$ cat src/rtl/eth_frame_receiver_if.sv
// ---------------------------------------------------------------------------
// eth_frame_receiver_if
// Purpose : groups the byte-stream input and the parsed-frame outputs of the
//           Ethernet frame receiver into one bundle.
// Signals : rx_data/rx_valid      - received byte stream (into the receiver)
//           dest_addr/src_addr    - 48-bit addresses of last accepted frame
//           eth_type/payload      - EtherType and 4-byte payload
//           frame_ok/crc_err/addr_drop/frame_abort - one-cycle verdict pulses
//           rx_busy               - receiver is inside a frame
// Modports: master drives the byte stream, slave is the receiver.
// ---------------------------------------------------------------------------
interface eth_frame_receiver_if;
  logic [7:0]  rx_data;
  logic        rx_valid;
  logic [47:0] dest_addr;
  logic [47:0] src_addr;
  logic [15:0] eth_type;
  logic [31:0] payload;
  logic        frame_ok;
  logic        crc_err;
  logic        addr_drop;
  logic        frame_abort;
  logic        rx_busy;

  modport master (
    output rx_data, rx_valid,
    input  dest_addr, src_addr, eth_type, payload,
    input  frame_ok, crc_err, addr_drop, frame_abort, rx_busy
  );

  modport slave (
    input  rx_data, rx_valid,
    output dest_addr, src_addr, eth_type, payload,
    output frame_ok, crc_err, addr_drop, frame_abort, rx_busy
  );
endinterface

$ cat src/rtl/eth_frame_receiver.sv
// ---------------------------------------------------------------------------
// eth_frame_receiver
// Purpose : hunts for preamble/SFD on a byte stream, captures destination,
//           source, EtherType and a 4-byte payload, checks the trailing FCS
//           against a running CRC-32, filters on destination address and
//           presents accepted frames as parallel fields with a strobe.
// Ports   : clk    - rising-edge clock
//           rst_n  - asynchronous active-low reset
//           rx_if  - slave side of eth_frame_receiver_if (byte stream in,
//                    frame fields and verdict pulses out, all registered)
// ---------------------------------------------------------------------------
module eth_frame_receiver #(
  parameter logic [47:0] MAC_ADDR     = 48'hAA_BB_CC_DD_EE_FF,
  parameter int unsigned PREAMBLE_MIN = 7
) (
  input  logic                 clk,
  input  logic                 rst_n,
  eth_frame_receiver_if.slave  rx_if
);

  localparam logic [2:0] S_IDLE    = 3'd0;
  localparam logic [2:0] S_PRE     = 3'd1;
  localparam logic [2:0] S_DEST    = 3'd2;
  localparam logic [2:0] S_SRC     = 3'd3;
  localparam logic [2:0] S_TYPE    = 3'd4;
  localparam logic [2:0] S_PAYLOAD = 3'd5;
  localparam logic [2:0] S_FCS     = 3'd6;
  localparam logic [2:0] S_CHECK   = 3'd7;

  localparam logic [47:0] BCAST_ADDR = 48'hFF_FF_FF_FF_FF_FF;
  localparam logic [31:0] CRC_POLY   = 32'hEDB8_8320;
  localparam logic [3:0]  PRE_MIN    = 4'(PREAMBLE_MIN);

  // One byte of reflected CRC-32, data bits taken LSB first.
  function automatic logic [31:0] crc32_byte(input logic [31:0] crc,
                                             input logic [7:0]  data);
    logic [31:0] r;
    r = crc ^ {24'd0, data};
    for (int i = 0; i < 8; i++) begin
      r = r[0] ? ((r >> 1) ^ CRC_POLY) : (r >> 1);
    end
    return r;
  endfunction

  // Index of the final byte of each capture state.
  function automatic logic [2:0] field_last(input logic [2:0] st);
    case (st)
      S_DEST, S_SRC:      field_last = 3'd5;
      S_TYPE:             field_last = 3'd1;
      S_PAYLOAD, S_FCS:   field_last = 3'd3;
      default:            field_last = 3'd0;
    endcase
  endfunction

  logic [2:0]  state_q, state_d;
  logic [2:0]  cnt_q, cnt_d;
  logic [3:0]  pre_q, pre_d;
  logic [31:0] crc_q, crc_d;

  logic        frame_ok_q, frame_ok_d;
  logic        crc_err_q, crc_err_d;
  logic        addr_drop_q, addr_drop_d;
  logic        frame_abort_q, frame_abort_d;
  logic        rx_busy_q;

  logic [47:0] dest_q, src_q;
  logic [15:0] type_q;
  logic [31:0] pay_q;

  // Shadow copies of the frame being received; only committed on frame_ok.
  logic [47:0] dest_sh_q, src_sh_q;
  logic [15:0] type_sh_q;
  logic [31:0] pay_sh_q, fcs_sh_q;

  logic [7:0]  byte_w;
  logic        vld_w;

  assign byte_w = rx_if.rx_data;
  assign vld_w  = rx_if.rx_valid;

  always_comb begin
    state_d       = state_q;
    cnt_d         = cnt_q;
    pre_d         = pre_q;
    crc_d         = crc_q;
    frame_ok_d    = 1'b0;
    crc_err_d     = 1'b0;
    addr_drop_d   = 1'b0;
    frame_abort_d = 1'b0;

    case (state_q)
      S_IDLE: begin
        if (vld_w && byte_w == 8'h55) begin
          pre_d   = 4'd1;
          state_d = S_PRE;
        end
      end

      S_PRE: begin
        if (!vld_w) begin
          state_d = S_IDLE;
        end else if (byte_w == 8'h55) begin
          if (pre_q != 4'd15) pre_d = pre_q + 4'd1;
        end else if (byte_w == 8'hD5 && pre_q >= PRE_MIN) begin
          crc_d   = 32'hFFFF_FFFF;
          cnt_d   = 3'd0;
          state_d = S_DEST;
        end else begin
          state_d = S_IDLE;
        end
      end

      S_DEST, S_SRC, S_TYPE, S_PAYLOAD, S_FCS: begin
        if (!vld_w) begin
          // No gaps are tolerated once the SFD has been seen.
          frame_abort_d = 1'b1;
          state_d       = S_IDLE;
        end else begin
          if (state_q != S_FCS) crc_d = crc32_byte(crc_q, byte_w);
          if (cnt_q == field_last(state_q)) begin
            cnt_d   = 3'd0;
            state_d = state_q + 3'd1;   // capture states are encoded in order
          end else begin
            cnt_d = cnt_q + 3'd1;
          end
        end
      end

      S_CHECK: begin
        if (fcs_sh_q != ~crc_q) begin
          crc_err_d = 1'b1;
        end else if (dest_sh_q != MAC_ADDR && dest_sh_q != BCAST_ADDR) begin
          addr_drop_d = 1'b1;
        end else begin
          frame_ok_d = 1'b1;
        end
        cnt_d   = 3'd0;
        state_d = S_IDLE;
      end

      default: state_d = S_IDLE;
    endcase
  end

  always_ff @(posedge clk) begin
    if (vld_w) begin
      case (state_q)
        S_DEST:    dest_sh_q <= {dest_sh_q[39:0], byte_w};
        S_SRC:     src_sh_q  <= {src_sh_q[39:0], byte_w};
        S_TYPE:    type_sh_q <= {type_sh_q[7:0], byte_w};
        S_PAYLOAD: pay_sh_q  <= {pay_sh_q[23:0], byte_w};
        S_FCS:     fcs_sh_q  <= {fcs_sh_q[23:0], byte_w};
        default:   ;
      endcase
    end
  end

  always_ff @(posedge clk or negedge rst_n) begin
    if (!rst_n) begin
      state_q       <= S_IDLE;
      cnt_q         <= 3'd0;
      pre_q         <= 4'd0;
      crc_q         <= 32'hFFFF_FFFF;
      frame_ok_q    <= 1'b0;
      crc_err_q     <= 1'b0;
      addr_drop_q   <= 1'b0;
      frame_abort_q <= 1'b0;
      rx_busy_q     <= 1'b0;
      dest_q        <= 48'd0;
      src_q         <= 48'd0;
      type_q        <= 16'd0;
      pay_q         <= 32'd0;
    end else begin
      state_q       <= state_d;
      cnt_q         <= cnt_d;
      pre_q         <= pre_d;
      crc_q         <= crc_d;
      frame_ok_q    <= frame_ok_d;
      crc_err_q     <= crc_err_d;
      addr_drop_q   <= addr_drop_d;
      frame_abort_q <= frame_abort_d;
      rx_busy_q     <= (state_d != S_IDLE);
      if (frame_ok_d) begin
        dest_q <= dest_sh_q;
        src_q  <= src_sh_q;
        type_q <= type_sh_q;
        pay_q  <= pay_sh_q;
      end
    end
  end

  assign rx_if.dest_addr   = dest_q;
  assign rx_if.src_addr    = src_q;
  assign rx_if.eth_type    = type_q;
  assign rx_if.payload     = pay_q;
  assign rx_if.frame_ok    = frame_ok_q;
  assign rx_if.crc_err     = crc_err_q;
  assign rx_if.addr_drop   = addr_drop_q;
  assign rx_if.frame_abort = frame_abort_q;
  assign rx_if.rx_busy     = rx_busy_q;

endmodule

$ cat src/flat_wrapper.sv
// flat-port wrapper written by rule: the top's interface ports become plain ports
module eth_frame_receiver_flat 
#(
  parameter logic [47:0] MAC_ADDR     = 48'hAA_BB_CC_DD_EE_FF,
  parameter int unsigned PREAMBLE_MIN = 7
)
  (clk, rst_n, rx_if_rx_data, rx_if_rx_valid, rx_if_dest_addr, rx_if_src_addr, rx_if_eth_type, rx_if_payload, rx_if_frame_ok, rx_if_crc_err, rx_if_addr_drop, rx_if_frame_abort, rx_if_rx_busy);
  eth_frame_receiver_if rx_if_i ();
  input  logic clk;
  input  logic rst_n;
  input wire logic [$bits(rx_if_i.rx_data)-1:0] rx_if_rx_data;
  input wire logic [$bits(rx_if_i.rx_valid)-1:0] rx_if_rx_valid;
  output wire logic [$bits(rx_if_i.dest_addr)-1:0] rx_if_dest_addr;
  output wire logic [$bits(rx_if_i.src_addr)-1:0] rx_if_src_addr;
  output wire logic [$bits(rx_if_i.eth_type)-1:0] rx_if_eth_type;
  output wire logic [$bits(rx_if_i.payload)-1:0] rx_if_payload;
  output wire logic [$bits(rx_if_i.frame_ok)-1:0] rx_if_frame_ok;
  output wire logic [$bits(rx_if_i.crc_err)-1:0] rx_if_crc_err;
  output wire logic [$bits(rx_if_i.addr_drop)-1:0] rx_if_addr_drop;
  output wire logic [$bits(rx_if_i.frame_abort)-1:0] rx_if_frame_abort;
  output wire logic [$bits(rx_if_i.rx_busy)-1:0] rx_if_rx_busy;
  assign rx_if_i.rx_data = rx_if_rx_data;
  assign rx_if_i.rx_valid = rx_if_rx_valid;
  assign rx_if_dest_addr = rx_if_i.dest_addr;
  assign rx_if_src_addr = rx_if_i.src_addr;
  assign rx_if_eth_type = rx_if_i.eth_type;
  assign rx_if_payload = rx_if_i.payload;
  assign rx_if_frame_ok = rx_if_i.frame_ok;
  assign rx_if_crc_err = rx_if_i.crc_err;
  assign rx_if_addr_drop = rx_if_i.addr_drop;
  assign rx_if_frame_abort = rx_if_i.frame_abort;
  assign rx_if_rx_busy = rx_if_i.rx_busy;
  eth_frame_receiver #(.MAC_ADDR(MAC_ADDR), .PREAMBLE_MIN(PREAMBLE_MIN)) u_core (.clk(clk), .rst_n(rst_n), .rx_if(rx_if_i));
endmodule
$ cat config.mk
export PLATFORM = sky130hd
export DESIGN_NAME = eth_frame_receiver_flat
export DESIGN_NICKNAME = d
export VERILOG_FILES = /design/src/rtl/eth_frame_receiver_if.sv /design/src/rtl/eth_frame_receiver.sv /design/src/flat_wrapper.sv
export SDC_FILE = /design/constraint.sdc
export NUM_CORES = 1
export LEC_CHECK = 0
export CAP_MARGIN = 20
export CORE_ASPECT_RATIO = 1.25
export CORE_MARGIN = 2
export CORE_UTILIZATION = 50
export CTS_BUF_LIST = sky130_fd_sc_hd__clkbuf_2 sky130_fd_sc_hd__clkbuf_4 sky130_fd_sc_hd__clkbuf_8
export CTS_CLUSTER_SIZE = 24
export DETAILED_ROUTE_END_ITERATION = 10
export GPL_ROUTABILITY_DRIVEN = 1
export PLACE_DENSITY = 0.79
export SLEW_MARGIN = 20
export SYNTH_ARGS = -nofsm -noshare
export SYNTH_HDL_FRONTEND = slang
export SYNTH_SLANG_ARGS = --single-unit
$ cat constraint.sdc
create_clock -name clk -period 3 [get_ports clk]
set_input_delay 0.3 -clock clk [delete_from_list [all_inputs] [get_ports clk]]
set_output_delay 0.3 -clock clk [all_outputs]
set_load 0.01 [all_outputs]
==> qor.csv, run 1 <==
metric,value,unit
worst_slack,0.151,ns
chipHeight,190,um
cts-root-buf,clkbuf_8,
synth-edff-count,176,
vias,7611,
synth_top_area_cell,edfxtp_1,
drt_iter0_drc,405,
htree_levels,2,
placed_area,0.0161,sq mm
postRouteAntennaNets,0,
dieArea,0.0290,sq mm
max_stage_delay,0.52,ns
finalNetCount,1085,
die_x,153,um
cts.clk_slew.worst_paths,0.06,ns
synth_seq_area_share,73.1,%
grt_pass1_vias,8121,
hold_class,input pin to async pin,
antenna_found_initial,0,
cts_resized,0,
critPathArrivalTime,3.29,ns
ys_top_cells_by_area,"edfxtp_1 38%, dfrtp_1 29%, mux2_2 6.9%, dfstp_2 6.1%, xor2_1 3.2%",
drt_pass1_iterations,5,
timing.rr.start,u_core.state_q[0],
p_leak,7.07,nW
critPathMaxFanout,8,
grt_max_degree,78,
reg2reg_to,u_core.rx_if.rx_busy,
regToRegSetupSlack,0.15,ns
ios,160,
overflow,0,
synth_top_area_share,38.2,%
wl_per_cell,19.1,um
track_usage,19.4,%
yosysMostFrequentCell,edfxtp_1,
port_buffers,159,
clockBufferDepth,3,
crit_chain,"inv_1, ha_1, and2b_1, o211ai_2, nor4_4, o22ai_1, a221o_1, or4b_1",
critPathRequiredTime,3.44,ns
synthFlopType,edfxtp_1,
min_period,2.85,ns
ys_types,52,
cts_tree,yes,
viasPerCell,5.21,
syn-num-nets,861,
grt_pass1_wl,44.4,mm
syn_avg_cell_area,16.4,sq um
slowest_stage,or4b_1,
critPathLaunchType,flop,
critPathKind,flop to flop,
setup_viol,0,
placeableCoreArea,0.0274,sq mm
async_flop_share,52.0,%
power_density,744,mW/mm^2
drc,0,
numCtsBuffers,54,
rr_worst_depth,8,
rows,68,
post-route-period-util,95.0,%
ctsHoldBuffers,1,
cts_sinks,367,
utilization,62.8,%
critPathCaptureType,flop,
syn_inst,842,
hpwlAfterDp,18.8,mm
fin_tns_setup,0,ns
antenna_cells,0,
syn-cell-area,0.0138,sq mm
drive_gt1_share,26.2,%
final_cell_area,0.0172,sq mm
initial_core_util,50.5,%
ys_ff_latch,367,
peakVddDrop,748,uV
status,completed,
maxCapViolCount,0,
rsz0062_at_grt,no,
clk-insertion-delay-late,0.59,ns
timing.fmax,0.351,GHz
hold_slack,0.317,ns
skew,0.0350,ns
relSlewSlack,48.8,%
synth_common_cells,"176 x edfxtp_1, 159 x dfrtp_1, 85 x mux2_2",
post_cts_buffers,0,
routed_wl,27.8,mm
finalMaxSlewViolations,0,
pre_cts_ws,0.206,ns
hold_viol_final,0,
yosys_warnings,0,
gp_congestion,0.852,
syn2layout_area_growth,24.4,%
tightest_slew,0.768,ns
worst max-delay path: cells and delay by family, from the launching register on:
family / cells / cell delay [ns]
buffers and inverters: 1 / 0.12
adder cells (fa/ha/maj): 1 / 0.34
flip-flops: 1 / 0.43
AO/OA/AOI/OAI: 3 / 0.66
AND/OR/NAND/NOR: 3 / 1.16
metrics by stage:
step	power, W	std cells
2_1_floorplan	0.00810	842
3_3_place_gp	0.00881	1359
3_5_place_dp	0.00884	1359
4_1_cts	0.0129	1461
5_1_grt	0.0134	1461
6_report	0.0128	1461
metal layers:
layer / global-route usage [%] / wire length (um) / up-vias
li1: - / - / 3487
met2: 33.7 / 14300 / 235
met4: 8.58 / 983 / 0
met1: 23.9 / 11200 / 3821
met3: 3.67 / 1390 / 68
met5: 0 / 0 / -
where the power goes:
group | internal [W] | switching [W]
sequential | 0.00565 | 0.000281
clock | 0.00219 | 0.00184
combinational | 0.00134 | 0.00149
sequential cells by signal, summed over array words and instances (netlist names), 32 cells and up:
| name | count |
|---|---|
| u_core.crc_q | 32 |
| u_core.dest_sh_q | 48 |
| u_core.fcs_sh_q | 32 |
| u_core.pay_sh_q | 32 |
| u_core.rx_if.dest_addr | 48 |
| u_core.rx_if.payload | 32 |
| u_core.rx_if.src_addr | 48 |
| u_core.src_sh_q | 48 |
area by class of cell:
type                       count  area [sq um]
timing repair buffer         197          1980
inverter                       6          22.5
fill                        1972         10200
tap                          350           438
clock buffer                  77           978
multi-input combinational    440          3530
sequential                   367         10100
clock inverter                24           141
layout by cell type (no fill, tap or decap), types with 7 or more instances in the layout:
| master | Yosys | layout |
|---|---|---|
| clkinv_2 | 0 | 7 |
| xnor2_1 | 49 | 49 |
| nor2_1 | 46 | 46 |
| a21oi_1 | 25 | 25 |
| clkbuf_4 | 0 | 13 |
| dfrtp_1 | 159 | 159 |
| or2_2 | 35 | 35 |
| a31oi_1 | 15 | 15 |
| nand4_1 | 19 | 19 |
| buf_4 | 9 | 29 |
| clkinv_1 | 0 | 12 |
| ha_1 | 8 | 8 |
| nor3_1 | 8 | 8 |
| dfstp_2 | 32 | 32 |
| edfxtp_1 | 176 | 176 |
| clkbuf_8 | 0 | 65 |
| clkdlybuf4s50_1 | 0 | 158 |
| o21ai_0 | 8 | 8 |
| mux2_1 | 25 | 25 |
| mux2_2 | 85 | 85 |
| xor2_1 | 50 | 50 |
| buf_12 | 0 | 8 |
| nand2_1 | 11 | 11 |
cells by family (layout without fill, tap and decap cells):
| family | count (synthesis) | after routing | synth area share [%] |
|---|---|---|---|
| mux | 110 | 110 | 8.96 |
| flops | 367 | 367 | 73.1 |
| compound gates | 60 | 60 | 2.63 |
| xor+xnor | 103 | 103 | 6.74 |
| fa+ha+maj | 8 | 8 | 0.724 |
| simple gates | 159 | 159 | 6.37 |
| buf+inv | 35 | 304 | 1.49 |
worst max-delay path by stage:
stage / start / end / slack [ns] / cells past startpoint
finish: u_core.state_q[0] / u_core.rx_if.rx_busy / 0.15 / 8
global route: u_core.crc_q[17] / u_core.rx_if.dest_addr[21] / 0.02 / 8
CTS: u_core.state_q[0] / u_core.rx_if.rx_busy / 0.17 / 8
detailed placement: u_core.state_q[0] / u_core.rx_if.rx_busy / 0.21 / 8
global placement: u_core.crc_q[17] / u_core.rx_if.dest_addr[44] / 0.25 / 8
floorplan: u_core.state_q[2] / u_core.rx_if.rx_busy / 0.43 / 9
Note: power is estimated with default switching activity, not from simulation.
==> inputs of run 2 (changes only) <==
GPL_ROUTABILITY_DRIVEN = unset   (was 1)
PLACE_DENSITY = 0.82   (was 0.79)
clock period = 2.4 ns   (was 3 ns; I/O delays follow)
==> run 2 against run 1 <==
  * The flow now finishes with violations (negative setup slack)
  * Final cell count rose by 6.5%
  * Fmax rose by 2.5%
  * Worst setup slack got worse by 0.53 ns
  * Critical path type unchanged
==> qor.csv, run 2 (same netlist as run 1, synthesis figures left out) <==
metric,value,unit,change
status,"finished, violations left",,was completed
violations,negative setup slack,,
fin_cells,1556,,was 1461
cts_tree,yes,,unchanged
min_period,2.78,ns,was 2.85 ns
cts-root-buf,clkbuf_8,,unchanged
placed_area,0.0167,sq mm,was 0.0161 sq mm
maxCapViolCount,0,,unchanged
max_stage_delay,0.54,ns,was 0.52 ns
tightest_slew,0.629,ns,was 0.768 ns
antenna_found_initial,1,,was 0
power_density,905,mW/mm^2,was 744 mW/mm^2
port_buffers,159,,unchanged
finalMaxSlewViolations,0,,unchanged
netSwitchingFraction,27.9,%,was 28.2%
hold_viol_final,0,,unchanged
slowest_stage,dfstp_2,,was or4b_1
peakVddDrop,610,uV,was 748 uV
die_x,153,um,unchanged
drc,0,,unchanged
multiInputGateArea,0.00391,sq mm,was 0.00353 sq mm
p_leak,7.67,nW,was 7.07 nW
rows,68,,unchanged
routed_wl,33.2,mm,was 27.8 mm
syn2layout_area_growth,33.8,%,was 24.4%
critPathKind,flop to flop,,unchanged
gp_congestion,0.889,,was 0.852
drt_iter0_drc,574,,was 405
drive_gt1_share,35.0,%,was 26.2%
crit_chain,"xor2_1, buf_4, nand4_1, nor4_2, nand4_1, nor4_4, buf_6, buf_12, buf_16, mux2_2",,"was inv_1, ha_1, and2b_1, o211ai_2, nor4_4, o22ai_1, a221o_1, or4b_1"
critPathArrivalTime,3.24,ns,was 3.29 ns
track_usage,21.1,%,was 19.4%
hpwlAfterDp,20.5,mm,was 18.8 mm
startpoint,u_core.crc_q[7],,was u_core.state_q[0]
setup_viol,146,,was 0
clockBufferDepth,3,,unchanged
reg2reg_to,u_core.rx_if.src_addr[26],,was u_core.rx_if.rx_busy
dieArea,0.0290,sq mm,unchanged
finalNetCount,1181,,was 1085
hold_class,input pin to async pin,,unchanged
p_comb_share,26.6,%,was 22.2%
rr_worst_depth,10,,was 8
path_buf_inv,4,,was 1
overflow,0,,unchanged
intPower,0.0121,W,was 0.00918 W
dp_cells,1433,,was 1359
critPathLaunchType,flop,,unchanged
initial_core_util,50.5,%,unchanged
ios,160,,unchanged
final_cell_mix,"176 x edfxtp_1, 158 x clkdlybuf4s50_1, 157 x dfrtp_1, 108 x buf_4, 77 x mux2_4",,"was 176 x edfxtp_1, 159 x dfrtp_1, 158 x clkdlybuf4s50_1, 85 x mux2_2, 65 x clkbuf_8"
cp.depth,10,,was 8
placeableCoreArea,0.0274,sq mm,unchanged
post-route-period-util,116,%,was 95.0%
grt_max_degree,74,,was 78
hold_slack,0.238,ns,was 0.317 ns
chipHeight,190,um,unchanged
drt_pass1_iterations,5,,unchanged
p_clk_share,29.9,%,was 31.5%
regToRegSetupSlack,-0.38,ns,was 0.15 ns
timing.rr.start,u_core.crc_q[7],,was u_core.state_q[0]
ff_latch_area,0.0101,sq mm,about the same
skew,0.0325,ns,was 0.0350 ns
viasPerCell,5.35,,was 5.21
wl_per_cell,21.3,um,was 19.1 um
n_fill_cell,1715,,was 1972
cts.clk_slew.worst_paths,0.07,ns,was 0.06 ns
vias,8317,,was 7611
grt_pass1_wl,47.7,mm,was 44.4 mm
timing.fmax,0.360,GHz,was 0.351 GHz
switchingPower,0.00467,W,was 0.00361 W
worst_slack,-0.379,ns,was 0.151 ns
htree_levels,2,,unchanged
grt_pass1_vias,8602,,was 8121
critPathRequiredTime,2.86,ns,was 3.44 ns
layout_commonest_cell,edfxtp_1,,unchanged
rsz0062_at_grt,yes,,was no
crit_top_cell,nand4_1,,
critPathCaptureType,flop,,unchanged
numCtsBuffers,52,,was 54
final_cell_area,0.0185,sq mm,was 0.0172 sq mm
critPathMaxFanout,29,,was 8
critical-path-top-delay-family,simple AND/OR/NAND/NOR gates,,unchanged
relSlewSlack,58.1,%,was 48.8%
postRouteAntennaNets,0,,unchanged
pwr-share-seq,43.5,%,was 46.3%
cts_sinks,367,,unchanged
clk-insertion-delay-late,0.58,ns,was 0.59 ns
run 2: what timing repair did:
action | CTS | global route
hold buffers | 1 | 0
gates cloned | 2 | 5
resized for setup | 28 | 87
pin swaps | 10 | 7
endpoints found under the hold margin | 69 | 0
endpoints found under the setup margin | 146 | 146
setup buffers | 12 | 7
run 2: metal layers:
metal,global-route usage [%],part of all wire (%),vias up
met5,0,0,-
li1,-,-,3671
met1,25.6,38,4269
met4,9.44,3.8,0
met2,36.9,53,308
met3,3.78,4.9,69
run 2: area by class of cell:
type / count / share of cell area, %
diodes: 1 / 0.0135
clock buffers: 84 / 5.30
clock inverters: 13 / 0.521
inverters: 6 / 0.122
multi-input cells: 440 / 21.1
flip-flops and latches: 367 / 54.6
well taps: 350 / 2.37
repair buffers: 295 / 15.9
run 2: worst reg2reg max path: cells and delay by family, from the launching register on:
kind / cells / cell delay [ns]
XOR/XNOR: 1 / 0.14
buffers and inverters: 4 / 0.66
flip-flops: 1 / 0.54
multiplexers: 1 / 0.38
AND/OR/NAND/NOR: 4 / 0.93
run 2: worst max-delay path by stage:
stage / endpoint
2_1_floorplan: u_core.rx_if.rx_busy
3_3_place_gp: u_core.rx_if.payload[28]
3_5_place_dp: u_core.rx_if.payload[19]
4_1_cts: u_core.rx_if.dest_addr[29]
5_1_grt: u_core.rx_if.eth_type[7]
6_report: u_core.rx_if.src_addr[26]
run 2: power groups by stage:
| stage | clock [W] | combinational (W) | sequential [W] |
|---|---|---|---|
| after floorplan | 0 | 0.00269 | 0.00743 |
| after global placement | 0 | 0.00433 | 0.00738 |
| after detailed placement | 0 | 0.00440 | 0.00740 |
| after CTS | 0.00506 | 0.00445 | 0.00728 |
| after global routing | 0.00536 | 0.00481 | 0.00732 |
| final | 0.00500 | 0.00444 | 0.00729 |
run 2: stage by stage:
stage / total power, W / TNS, ns / utilization [%] / setup WS [ns]
5_1_grt: 0.0175 / -46.27 / 67.5 / -0.428
3_5_place_dp: 0.0118 / -77.05 / 60.9 / -0.646
3_3_place_gp: 0.0117 / -56.20 / 60.9 / -0.486
6_report: 0.0167 / -38.78 / 67.5 / -0.379
4_1_cts: 0.0168 / -49.16 / 65.8 / -0.418
2_1_floorplan: 0.0101 / -0.0507 / - / -0.0507
